File: src/rtl/spi_slave.sv
// SPI mode-0 slave: oversampled on clk_i, byte-wide rx with a one-cycle valid strobe.
// Define SPI_SLAVE_MISO_EN to build the MISO transmit path; otherwise MISO is tied low.
`timescale 1ns/1ps

module spi_slave (
    input  logic       clk_i,
    input  logic       rst_i,
    input  logic [7:0] spi_byte_data_i,
    input  logic       spi_sclk_i,
    input  logic       spi_mosi_i,
    input  logic       spi_cs_n_i,
    output logic       spi_miso_o,
    output logic       spi_byte_vld_o,
    output logic [7:0] spi_byte_data_o
);

    localparam int DATA_W = 8;
    localparam int CNT_W  = $clog2(DATA_W);

    logic              sclk_p0, sclk_p1, sclk_p2;
    logic              cs_n_p0, cs_n_p1, cs_n_p2;
    logic              mosi_p0, mosi_p1;
    logic              sclk_rise, sclk_fall, cs_fall, cs_act;
    logic [CNT_W-1:0]  bit_cnt;
    logic [DATA_W-2:0] rx_shift;
    logic [DATA_W-1:0] rx_byte;

    // Stage p0/p1: two-flop synchronizers; p2: delayed copy for edge detection
    always_ff @(posedge clk_i or posedge rst_i) begin
        if (rst_i) begin
            sclk_p0 <= 1'b0;
            sclk_p1 <= 1'b0;
            sclk_p2 <= 1'b0;
            mosi_p0 <= 1'b0;
            mosi_p1 <= 1'b0;
            cs_n_p0 <= 1'b1;
            cs_n_p1 <= 1'b1;
            cs_n_p2 <= 1'b1;
        end else begin
            sclk_p0 <= spi_sclk_i;
            sclk_p1 <= sclk_p0;
            sclk_p2 <= sclk_p1;
            mosi_p0 <= spi_mosi_i;
            mosi_p1 <= mosi_p0;
            cs_n_p0 <= spi_cs_n_i;
            cs_n_p1 <= cs_n_p0;
            cs_n_p2 <= cs_n_p1;
        end
    end

    assign sclk_rise = sclk_p1 & ~sclk_p2;
    assign sclk_fall = ~sclk_p1 & sclk_p2;
    assign cs_fall   = ~cs_n_p1 & cs_n_p2;
    assign cs_act    = ~cs_n_p1;
    assign rx_byte   = {rx_shift, mosi_p1};

    // Receive shifter holds only the seven earlier bits; the eighth comes straight from mosi_p1
    always_ff @(posedge clk_i) begin
        if (sclk_rise && cs_act) begin
            rx_shift <= rx_byte[DATA_W-2:0];
        end
    end

    always_ff @(posedge clk_i or posedge rst_i) begin
        if (rst_i) begin
            bit_cnt         <= '0;
            spi_byte_vld_o  <= 1'b0;
            spi_byte_data_o <= '0;
        end else begin
            spi_byte_vld_o <= 1'b0;
            if (!cs_act) begin
                bit_cnt <= '0;
            end else if (sclk_rise) begin
                bit_cnt <= bit_cnt + 1'b1;
                if (bit_cnt == CNT_W'(DATA_W - 1)) begin
                    spi_byte_vld_o  <= 1'b1;
                    spi_byte_data_o <= rx_byte;
                end
            end
        end
    end

`ifdef SPI_SLAVE_MISO_EN
    logic [DATA_W-1:0] tx_shift;

    // A fall with the counter at 0 follows a completed byte: fetch the next byte to send
    always_ff @(posedge clk_i or posedge rst_i) begin
        if (rst_i) begin
            tx_shift <= '0;
        end else if (cs_fall) begin
            tx_shift <= spi_byte_data_i;
        end else if (cs_act && sclk_fall) begin
            if (bit_cnt == '0) begin
                tx_shift <= spi_byte_data_i;
            end else begin
                tx_shift <= {tx_shift[DATA_W-2:0], 1'b0};
            end
        end
    end

    assign spi_miso_o = tx_shift[DATA_W-1];
`else
    logic unused_byte_data;

    assign unused_byte_data = ^spi_byte_data_i;
    assign spi_miso_o       = 1'b0;
`endif

endmodule

File: config.mk
export PLATFORM = sky130hd
export DESIGN_NAME = spi_slave
export DESIGN_NICKNAME = d
export VERILOG_FILES = /design/src/rtl/spi_slave.sv
export SDC_FILE = /design/constraint.sdc
export NUM_CORES = 1
export LEC_CHECK = 0
export CORE_ASPECT_RATIO = 0.7
export CORE_MARGIN = 4
export CORE_UTILIZATION = 40
export CTS_BUF_LIST = sky130_fd_sc_hd__clkbuf_4
export DETAILED_ROUTE_END_ITERATION = 8
export PLACE_DENSITY = 0.69
export SYNTH_ARGS = -nofsm -noshare
export SYNTH_HDL_FRONTEND = slang
export SYNTH_SLANG_ARGS = --single-unit
File: constraint.sdc
create_clock -name clk_i -period 3.1 [get_ports clk_i]
set_input_delay 0.93 -clock clk_i [delete_from_list [all_inputs] [get_ports clk_i]]
set_output_delay 0.93 -clock clk_i [all_outputs]
set_load 0.02 [all_outputs]
==> metrics.md, run 1 <==
| Metric | Value |
|---|---|
| Max clock buf depth | 2 |
| Maxcap violations | 0 |
| # clock sinks | 26 |
| Slew Viols, Final | 0 |
| Layout area overhead | 18.88% |
| Worst R2R Start | bit_cnt[0]$_DFFE_PP0P_ |
| Via Count | 424 |
| H-tree lvl count | 1 |
| DR vias/cell | ~4.4 |
| Critical Path Slowest Stage Cell | clkdlybuf4s50_1 |
| Drt wl/cell | 12.25 µm |
| Pre-CTS setup slack | around 1200 ps |
| Synth Area per Inst | between 15 and 20 µm² |
| Seq/Total Area, Yosys | around three quarters |
| CP required | around 2200 ps |
| Chip Height | 48.58 µm |
| Post-DRT Antenna Nets | 0 |
| Clk slew on worst S/H paths | ~130 ps |
| R2R cell count | 5 |
| Crit path depth | 1 |
| # diodes | 0 |
| Post-DP HPWL | 805 µm |
| GPL Wtd Cong | just under 0.7 |
| Startpoint Class | flop |
| Vias in the first global route | roughly 440 |
| CTS Hold Bufs | 0 |
| R2r setup slk | around 1600 ps |
| Crit path time final | ~2200 ps |
| CP max stage delay | just over 600 ps |
| Final hold viol count | 0 |
| Global-route wire length before repair | 2021 µm |
| Post-route setup slack | around 900 ps |
| Die width | between 60 and 70 µm |
| Fin util | 51.09% |
| Tot GR Track Use | 8.431% |
| Final WL | 1188 µm |
| Tcrit/Tclk final | between 70% and 80% |
| CTS tree | done |
| Largest net degree at the start of global routing | 20 |
| Clock root buffer | clkbuf_4 |
| Max FFs per register | 8 |
| Hold Path Stages | 0 |
| Final cell count without fillers | a little under 100 |
| Io pins | 23 |
| PostCTS Resize Cnt | 0 |
| Critical-path cell list | clkdlybuf4s50_1 |
| Starting Density | 42.97% |
| Slew at the pin closest to its max-slew limit | a little over 700 ps |
| Clock Latency Late Sink | a little over 300 ps |
| FMAX | roughly 450 MHz |
| Hold path startpoint | cs_n_p0$_DFF_PP1_ |
| 1st-iter DRT viols | 15 |
| Synth cell types | 14 |
| Core box area | 2190 µm² |
| Remaining DRCs | 0 |
| Net count after synthesis | between 60 and 70 |
| CP arrival | between 1000 and 1500 ps |
| R2r endpoint | spi_byte_data_o[0]$_DFFE_PP0P_ |
| VDD IR-drop max | 0.3080 mV |
| Biggest regs | spi_byte_data_o (8), rx_shift (7), bit_cnt (3) |
| Initial antenna violation count | 0 |
| Top reg by flops | spi_byte_data_o |
| Leak | about 0.0005 µW |
| Post-CTS setup buffer count | 0 |
| Clock skew | slightly above 7 ps |
| Mapped cell area | approximately 940 µm² |
| Critical path capture point type | output port |
| Hold Crit Class | reg2reg |
| Ys Warns | 0 |
| Outcome | finished, final reports clean |
| Setup Crit Path Kind | reg2out |
| Yosys reg bits | 26 |
| Row cnt | 14 |
| RSZ-0062 raised after global routing | false |
| # nets final | just over 80 |
| Cell count after synthesis | 50 |
| Setup violations, final | 0 |
| Port Buffers | 13 |
| Top delay family on crit path | buffers and inverters |
| Buf+Inv Stages, Crit Path | 1 |
| Pwr dens | around 480 nW/µm² |
| Grt total ovfl | 0 |
| Relative slew slack | 52.24% |
| Worst hold endpoint | cs_n_p1$_DFF_PP1_ |
| Setup_tns | 0 ps |
| Share of layout cells above drive strength 1 | approximately a quarter |
| DP Area | between 1000 and 1500 µm² |
| Drt pass-1 iters | 3 |
| Cts bufs inserted | 3 |
| Maximum fanout along the worst path | 2 |
| Dpl cells | slightly above 90 |
| Die ar. | ~3200 µm² |
| Post-route cell area | roughly 1100 µm² |
## worst max-delay path by stage
stage,to,from,slack (ps)
finish,spi_byte_data_o[3],spi_byte_data_o[3]$_DFFE_PP0P_,870
global route,spi_byte_data_o[6],spi_byte_data_o[6]$_DFFE_PP0P_,790
CTS,spi_byte_data_o[6],spi_byte_data_o[6]$_DFFE_PP0P_,850
detailed placement,spi_byte_data_o[4]$_DFFE_PP0P_,rst_i,1220
global placement,spi_byte_data_o[3],spi_byte_data_o[3]$_DFFE_PP0P_,1220
floorplan,spi_byte_data_o[0]$_DFFE_PP0P_,bit_cnt[0]$_DFFE_PP0P_,1690
## synth_stat cells (all sizes together)
| cell | n | share of area [%] |
|---|---|---|
| conb | 1 | 0.40 |
| inv | 1 | 0.40 |
| mux2 | 8 | 13 |
| xor2 | 1 | 0.93 |
| nor3b | 1 | 1.3 |
| dfstp | 2 | 5.6 |
| nand2b | 1 | 1.5 |
| edfxtp | 7 | 22 |
| dfrtp | 17 | 45 |
| buf | 3 | 3.2 |
| mux2i | 2 | 2.1 |
| ha | 2 | 2.7 |
| nor2 | 4 | 1.6 |
## routing by layer
layer	wire [µm]	vias up	GRT usage, %
li1	-	198	-
met1	657	211	12.44
met2	467	15	10.48
met3	63	0	4.861
met4	0	0	2.027
met5	0	-	0
## placed cells by master (no fill, tap or decap)
cell type / n
dfrtp_1: 17
clkdlybuf4s50_1: 13
mux2_4: 8
edfxtp_1: 7
nor2_1: 4
clkbuf_4: 4
mux2i_1: 2
ha_1: 2
dfstp_2: 2
nand2b_4: 1
nor3b_2: 1
inv_1: 1
xor2_1: 1
conb_1: 1
buf_4: 1
## worst reg2reg max path: stages, from the launching register on
cell,delay [ps]
dfrtp_1,410
ha_1,200
ha_1,170
nor3b_2,150
buf_4,190
mux2_4,310
## kinds of logic (layout without fill, tap and decap cells)
logic type	after synthesis	after routing	share of synthesized area (%)
xor gates and xnor gates	1	1	0.9310
adders and majority gates	2	2	2.659
buffers and inverters	4	19	3.590
DFF	26	26	73.14
muxes	10	10	14.89
other	1	1	0.3986
and+or+nand+nor	6	6	4.387
## final cells by class
cell class                      count  area [µm²]
Sequential cell                    26       688.2
Fill cell                         204        1071
Clock buffer                        4       30.03
Multi-Input combinational cell     20       219.0
Inverter                            1       3.754
Tap cell                           32       40.04
Timing Repair Buffer               14       137.6
## metrics by stage
stage	hold WS (ps)	total power, µW
floorplan	331.2	385.7
global placement	333.0	391.1
detailed placement	339.7	392.2
CTS	365.5	544.6
global route	369.6	561.2
finish	364.6	532.8
## report_power, final
group / switching, µW / leakage (µW) / internal, µW
Sequential: 4.76 / 0.000310 / 361
Combinational: 10.4 / 0.000170 / 8.13
Clock: 89.2 / 0.0000184 / 58.9
Total: 104 / 0.000499 / 428
Power figures use the tool's default switching activity.
==> inputs of run 2 (changes only) <==
Clock period 3.1 ns to 2.05 ns, I/O delays scaled along.
==> metrics.md, run 2 (synthesis results as in run 1) <==
| Metric | Value |
|---|---|
| Top reg by flops | spi_byte_data_o |
| Final WL | ~1200 µm |
| Tot GR Track Use | 9.131% |
| Outcome | finished, final reports clean |
| 1st-iter DRT viols | 11 |
| Via Count | 423 |
| Crit path time final | around 1900 ps |
| Clk slew on worst S/H paths | approximately 130 ps |
| Setup_tns | 0 ps |
| Core box area | approximately 2200 µm² |
| H-tree lvl count | 1 |
| Row cnt | 14 |
| Relative slew slack | ~57% |
| CTS tree | done |
| Chip Height | 48.58 µm |
| Max FFs per register | 8 |
| Pwr dens | 804.6 nW/µm² |
| Startpoint Class | flop |
| Slew Viols, Final | 0 |
| Critical path capture point type | output port |
| Grt total ovfl | 0 |
| Clock Latency Late Sink | 310 ps |
| # diodes | 0 |
| Largest net degree at the start of global routing | 16 |
| Pre-CTS setup slack | 123.6 ps |
| Drt wl/cell | 12.76 µm |
| CP required | about 1400 ps |
| Commonest non-fill, non-tap cells in the layout | dfrtp_1 (17), clkdlybuf4s50_1 (13), mux2_4 (8), edfxtp_1 (7), nor2_1 (4) |
| RSZ-0062 raised after global routing | false |
| Setup Crit Path Kind | reg2out |
| Initial antenna violation count | 0 |
| Starting Density | between 40% and 50% |
| Share of layout cells above drive strength 1 | between 20% and 30% |
| Die width | between 60 and 70 µm |
| Maximum fanout along the worst path | 2 |
| Tcrit/Tclk final | 93.64% |
| Hold Crit Class | reg2reg |
| # nets final | 81 |
| Die ar. | 3205 µm² |
| Biggest regs | spi_byte_data_o (8), rx_shift (7), bit_cnt (3) |
| Clock root buffer | clkbuf_4 |
| Leak | slightly above 0.0005 µW |
| Setup violations, final | 0 |
| DR vias/cell | 4.361 |
| Max clock buf depth | 2 |
| Drt pass-1 iters | 2 |
| Port Buffers | 13 |
| Slew at the pin closest to its max-slew limit | 648.1 ps |
| Layout area overhead | 21.94% |
| Post-route setup slack | 130.5 ps |
| VDD IR-drop max | roughly 0.45 mV |
| FMAX | about 520 MHz |
| CP max stage delay | 610 ps |
| Clock skew | about 0.81 ps |
| # clock sinks | 26 |
| Post-DRT Antenna Nets | 0 |
| Leading cell type in the layout, fill and taps excluded | dfrtp_1 |
| Buf+Inv Stages, Crit Path | 1 |
| Final hold viol count | 0 |
| CP arrival | about 1300 ps |
| Remaining DRCs | 0 |
| Maxcap violations | 0 |
| Critical-path cell list | clkdlybuf4s50_1 |
| Critical Path Slowest Stage Cell | clkdlybuf4s50_1 |
| Post-CTS setup buffer count | 0 |
| Io pins | 23 |
| Vias in the first global route | 466 |
| Top delay family on crit path | buffers and inverters |
| Cts bufs inserted | 3 |
| GPL Wtd Cong | around 0.69 |
| Global-route wire length before repair | approximately 2200 µm |
run 2: changes by cell type in the layout (fill, tap and decap cells not counted):
cell / previous run / this run
clkbuf_4: 4 / 3
bufinv_16: 0 / 1
nor3b_2: 1 / 0
nor3b_4: 0 / 1
run 2: final cells by class:
class                   instances  area [µm²]
flip-flops and latches         26       688.2
fillers                       195        1042
well taps                      32       40.04
repair buffers                 14       137.6
multi-input cells              20       225.2
clock buffers                   3       22.52
inverters                       1       3.754
clock inverters                 1       30.03
run 2: stage by stage:
| step | instances | total power (µW) | area (µm²) | util (%) | hold slack (ps) |
|---|---|---|---|---|---|
| finish | 97 | 923.1 | 1147 | 52.40 | 365.0 |
| global route | 97 | 977.2 | 1147 | 52.40 | 380.6 |
| CTS | 97 | 938.7 | 1141 | 52.11 | 367.7 |
| detailed placement | 93 | 595.0 | 1089 | 49.71 | 337.9 |
| global placement | 93 | 593.1 | 1089 | 49.71 | 333.2 |
| floorplan | 50 | 583.3 | 940.9 | - | 331.2 |
run 2: final timing paths:
kind                                                 from                             end  slack (ps)  depth (start not counted)
setup / recovery           spi_byte_data_o[4]$_DFFE_PP0P_              spi_byte_data_o[4]         130                          1
hold / removal                          cs_n_p0$_DFF_PP1_               cs_n_p1$_DFF_PP1_         360                          0
setup reg to reg                   bit_cnt[0]$_DFFE_PP0P_  spi_byte_data_o[4]$_DFFE_PP0P_         350                          4
hold reg to reg                         cs_n_p0$_DFF_PP1_               cs_n_p1$_DFF_PP1_         360                          0
max in group asynchronous                           rst_i               sclk_p2$_DFF_PP0_        1000                          3
min in group asynchronous                           rst_i          bit_cnt[1]$_DFFE_PP0P_         580                          2
run 2: power by group:
| group | switching (µW) | leakage (µW) | total, µW | internal [µW] |
|---|---|---|---|---|
| combinational | 16.5 | 0.000177 | 30.0 | 13.5 |
| clock | 141 | 0.0000279 | 339 | 198 |
| sequential | 7.62 | 0.000310 | 554 | 547 |
run 2: repair_timing:
action | CTS | global route
setup endpoints to repair | 0 | 5
endpoints found under the hold margin | 0 | 0
resized for setup | 0 | 1
hold buffers | 0 | 0
run 2: per-layer routing:
layer / part of all wire (%) / vias to the layer above / GRT usage [%] / wire length (µm)
li1: - / 198 / - / -
met1: 46 / 209 / 12.02 / 574
met2: 42 / 16 / 12.98 / 526
met3: 11 / 0 / 6.713 / 137
met4: 0 / 0 / 0 / 0
met5: 0 / - / 0 / 0
==> inputs of run 3 (changes only) <==
Settings changed: CAP_MARGIN set to 40.
Clock period 2.05 ns to 1.95 ns, I/O delays scaled along.
==> metrics.md, run 3 (synthesis results as in run 1) <==
| Metric | Value |
|---|---|
| GPL Wtd Cong | 0.6855 |
| Top delay family on crit path | buffers and inverters |
| Relative slew slack | approximately three fifths |
| Remaining DRCs | 0 |
| CP max stage delay | between 600 and 700 ps |
| Die width | 65.97 µm |
| R2R cell count | 5 |
| Final cell count without fillers | ~100 |
| Hold path startpoint | cs_n_p0$_DFF_PP1_ |
| Core box area | 2190 µm² |
| Worst hold endpoint | cs_n_p1$_DFF_PP1_ |
| CTS tree | done |
| Final hold viol count | 0 |
| FILL cells | 190 |
| Die ar. | 3205 µm² |
| Startpoint Class | flop |
| R2r endpoint | spi_byte_data_o[2]$_DFFE_PP0P_ |
| Initial antenna violation count | 0 |
| Hold Path Stages | 0 |
| CP required | around 1400 ps |
| Setup_tns | 0 ps |
| Grt total ovfl | 0 |
| Leading cell type in the layout, fill and taps excluded | dfrtp_1 |
| 1st-iter DRT viols | 23 |
| Post-route cell area | about 1200 µm² |
| Maxcap violations | 0 |
| Maximum fanout along the worst path | 2 |
| Worst R2R Start | bit_cnt[0]$_DFFE_PP0P_ |
| Starting Density | 42.97% |
| Tot GR Track Use | under 10% |
| Cts bufs inserted | 3 |
| Post-DP HPWL | slightly below 900 µm |
| Pwr dens | roughly 840 nW/µm² |
| Max clock buf depth | 2 |
| DR vias/cell | 4.296 |
| Slew at the pin closest to its max-slew limit | between 600 and 700 ps |
| PostCTS Resize Cnt | 0 |
| VDD IR-drop max | approximately 0.48 mV |
| Drt pass-1 iters | 4 |
| Io pins | 23 |
| # nets final | 82 |
| H-tree lvl count | 1 |
| Post-DRT Antenna Nets | 0 |
| Commonest non-fill, non-tap cells in the layout | dfrtp_1 (17), clkdlybuf4s50_1 (9), mux2_4 (8), edfxtp_1 (7) |
| Top reg by flops | spi_byte_data_o |
| Vias in the first global route | about 460 |
| Buf+Inv Stages, Crit Path | 1 |
| Port Buffers | 13 |
| Setup violations, final | 0 |
| Biggest regs | spi_byte_data_o (8), rx_shift (7), bit_cnt (3) |
| RSZ-0062 raised after global routing | false |
| Tcrit/Tclk final | a little over nine tenths |
| Global-route wire length before repair | roughly 2100 µm |
| Chip Height | around 49 µm |
| Critical path capture point type | output port |
| Clk slew on worst S/H paths | approximately 130 ps |
| CTS Hold Bufs | 0 |
| Final WL | roughly 1300 µm |
| Critical Path Slowest Stage Cell | clkdlybuf4s50_1 |
| Hold Crit Class | reg2reg |
| Critical-path cell list | clkdlybuf4s50_1 |
| Max FFs per register | 8 |
| Crit path time final | between 1500 and 2000 ps |
| Largest net degree at the start of global routing | 16 |
| Clock skew | 2.433 ps |
| Setup Crit Path Kind | reg2out |
| Share of layout cells above drive strength 1 | 27.27% |
| Dpl cells | between 90 and 100 |
| R2r setup slk | between 100 and 150 ps |
| Row cnt | 14 |
| FMAX | approximately 530 MHz |
| Slew Viols, Final | 0 |
| Start point of the critical path | spi_byte_data_o[4]$_DFFE_PP0P_ |
| Drt wl/cell | around 13 µm |
| Layout area overhead | 23.54% |
| DP Area | 1100 µm² |
| # diodes | 0 |
| Post-CTS setup buffer count | 0 |
| Leak | just under 0.0006 µW |
| # clock sinks | 26 |
| Clock Latency Late Sink | ~320 ps |
| Via Count | around 420 |
| Outcome | finished, final reports clean |
| CP arrival | ~1300 ps |
| Clock root buffer | clkbuf_4 |
run 3: changes by cell type in the layout (fill, tap and decap cells not counted), sizes merged:
| cell | change |
|---|---|
| clkdlybuf4s50 | -4 |
| dlymetal6s2s | +4 |
| buf | +1 |
run 3: worst max-delay path by stage:
stage | endpoint | slack, ps | cells after the start
after global routing | spi_byte_data_o[1] | 6 | 1
after detailed placement | spi_byte_data_o[2]$_DFFE_PP0P_ | 190 | 5
after global placement | spi_byte_data_o[2]$_DFFE_PP0P_ | 60 | 4
after CTS | spi_byte_data_o[0] | 40 | 1
after floorplan | spi_byte_data_o[0]$_DFFE_PP0P_ | 540 | 5
final | spi_byte_data_o[4] | 60 | 1
run 3: power by group:
group / internal, µW / switching, µW / total (µW)
combinational: 14.2 / 17.1 / 31.3
clock: 208 / 152 / 360
sequential: 575 / 7.34 / 582
total: 797 / 177 / 973
run 3: metrics by stage:
stage | total power (µW) | hold slack (ps) | setup slack, ps | utilization [%]
after floorplan | 613.2 | 331.2 | 535.3 | -
after CTS | 985.2 | 367.4 | 40.82 | 52.63
after global routing | 1024 | 379.8 | 5.803 | 53.09
after detailed placement | 625.4 | 337.9 | 185.4 | 50.23
final | 973.4 | 365.2 | 64.26 | 53.09
after global placement | 623.5 | 333.2 | 55.01 | 49.71
run 3: per-layer routing:
metal  global-route usage [%]  share of wire (%)  up-vias
met3                    6.713                 11        0
met5                        0                  0        -
met4                        0                  0        0
met2                    11.98                 41       16
met1                    12.31                 49      208
li1                         -                  -      197
run 3: final cells by class:
type / count / area, µm² / share of cell area [%]
multi-input combinational: 20 / 219.0 / 18.84
clock inverter: 1 / 30.03 / 2.583
tap: 32 / 40.04 / 3.445
timing repair buffer: 15 / 158.9 / 13.67
inverter: 1 / 3.754 / 0.3229
clock buffer: 3 / 22.52 / 1.938
sequential: 26 / 688.2 / 59.20
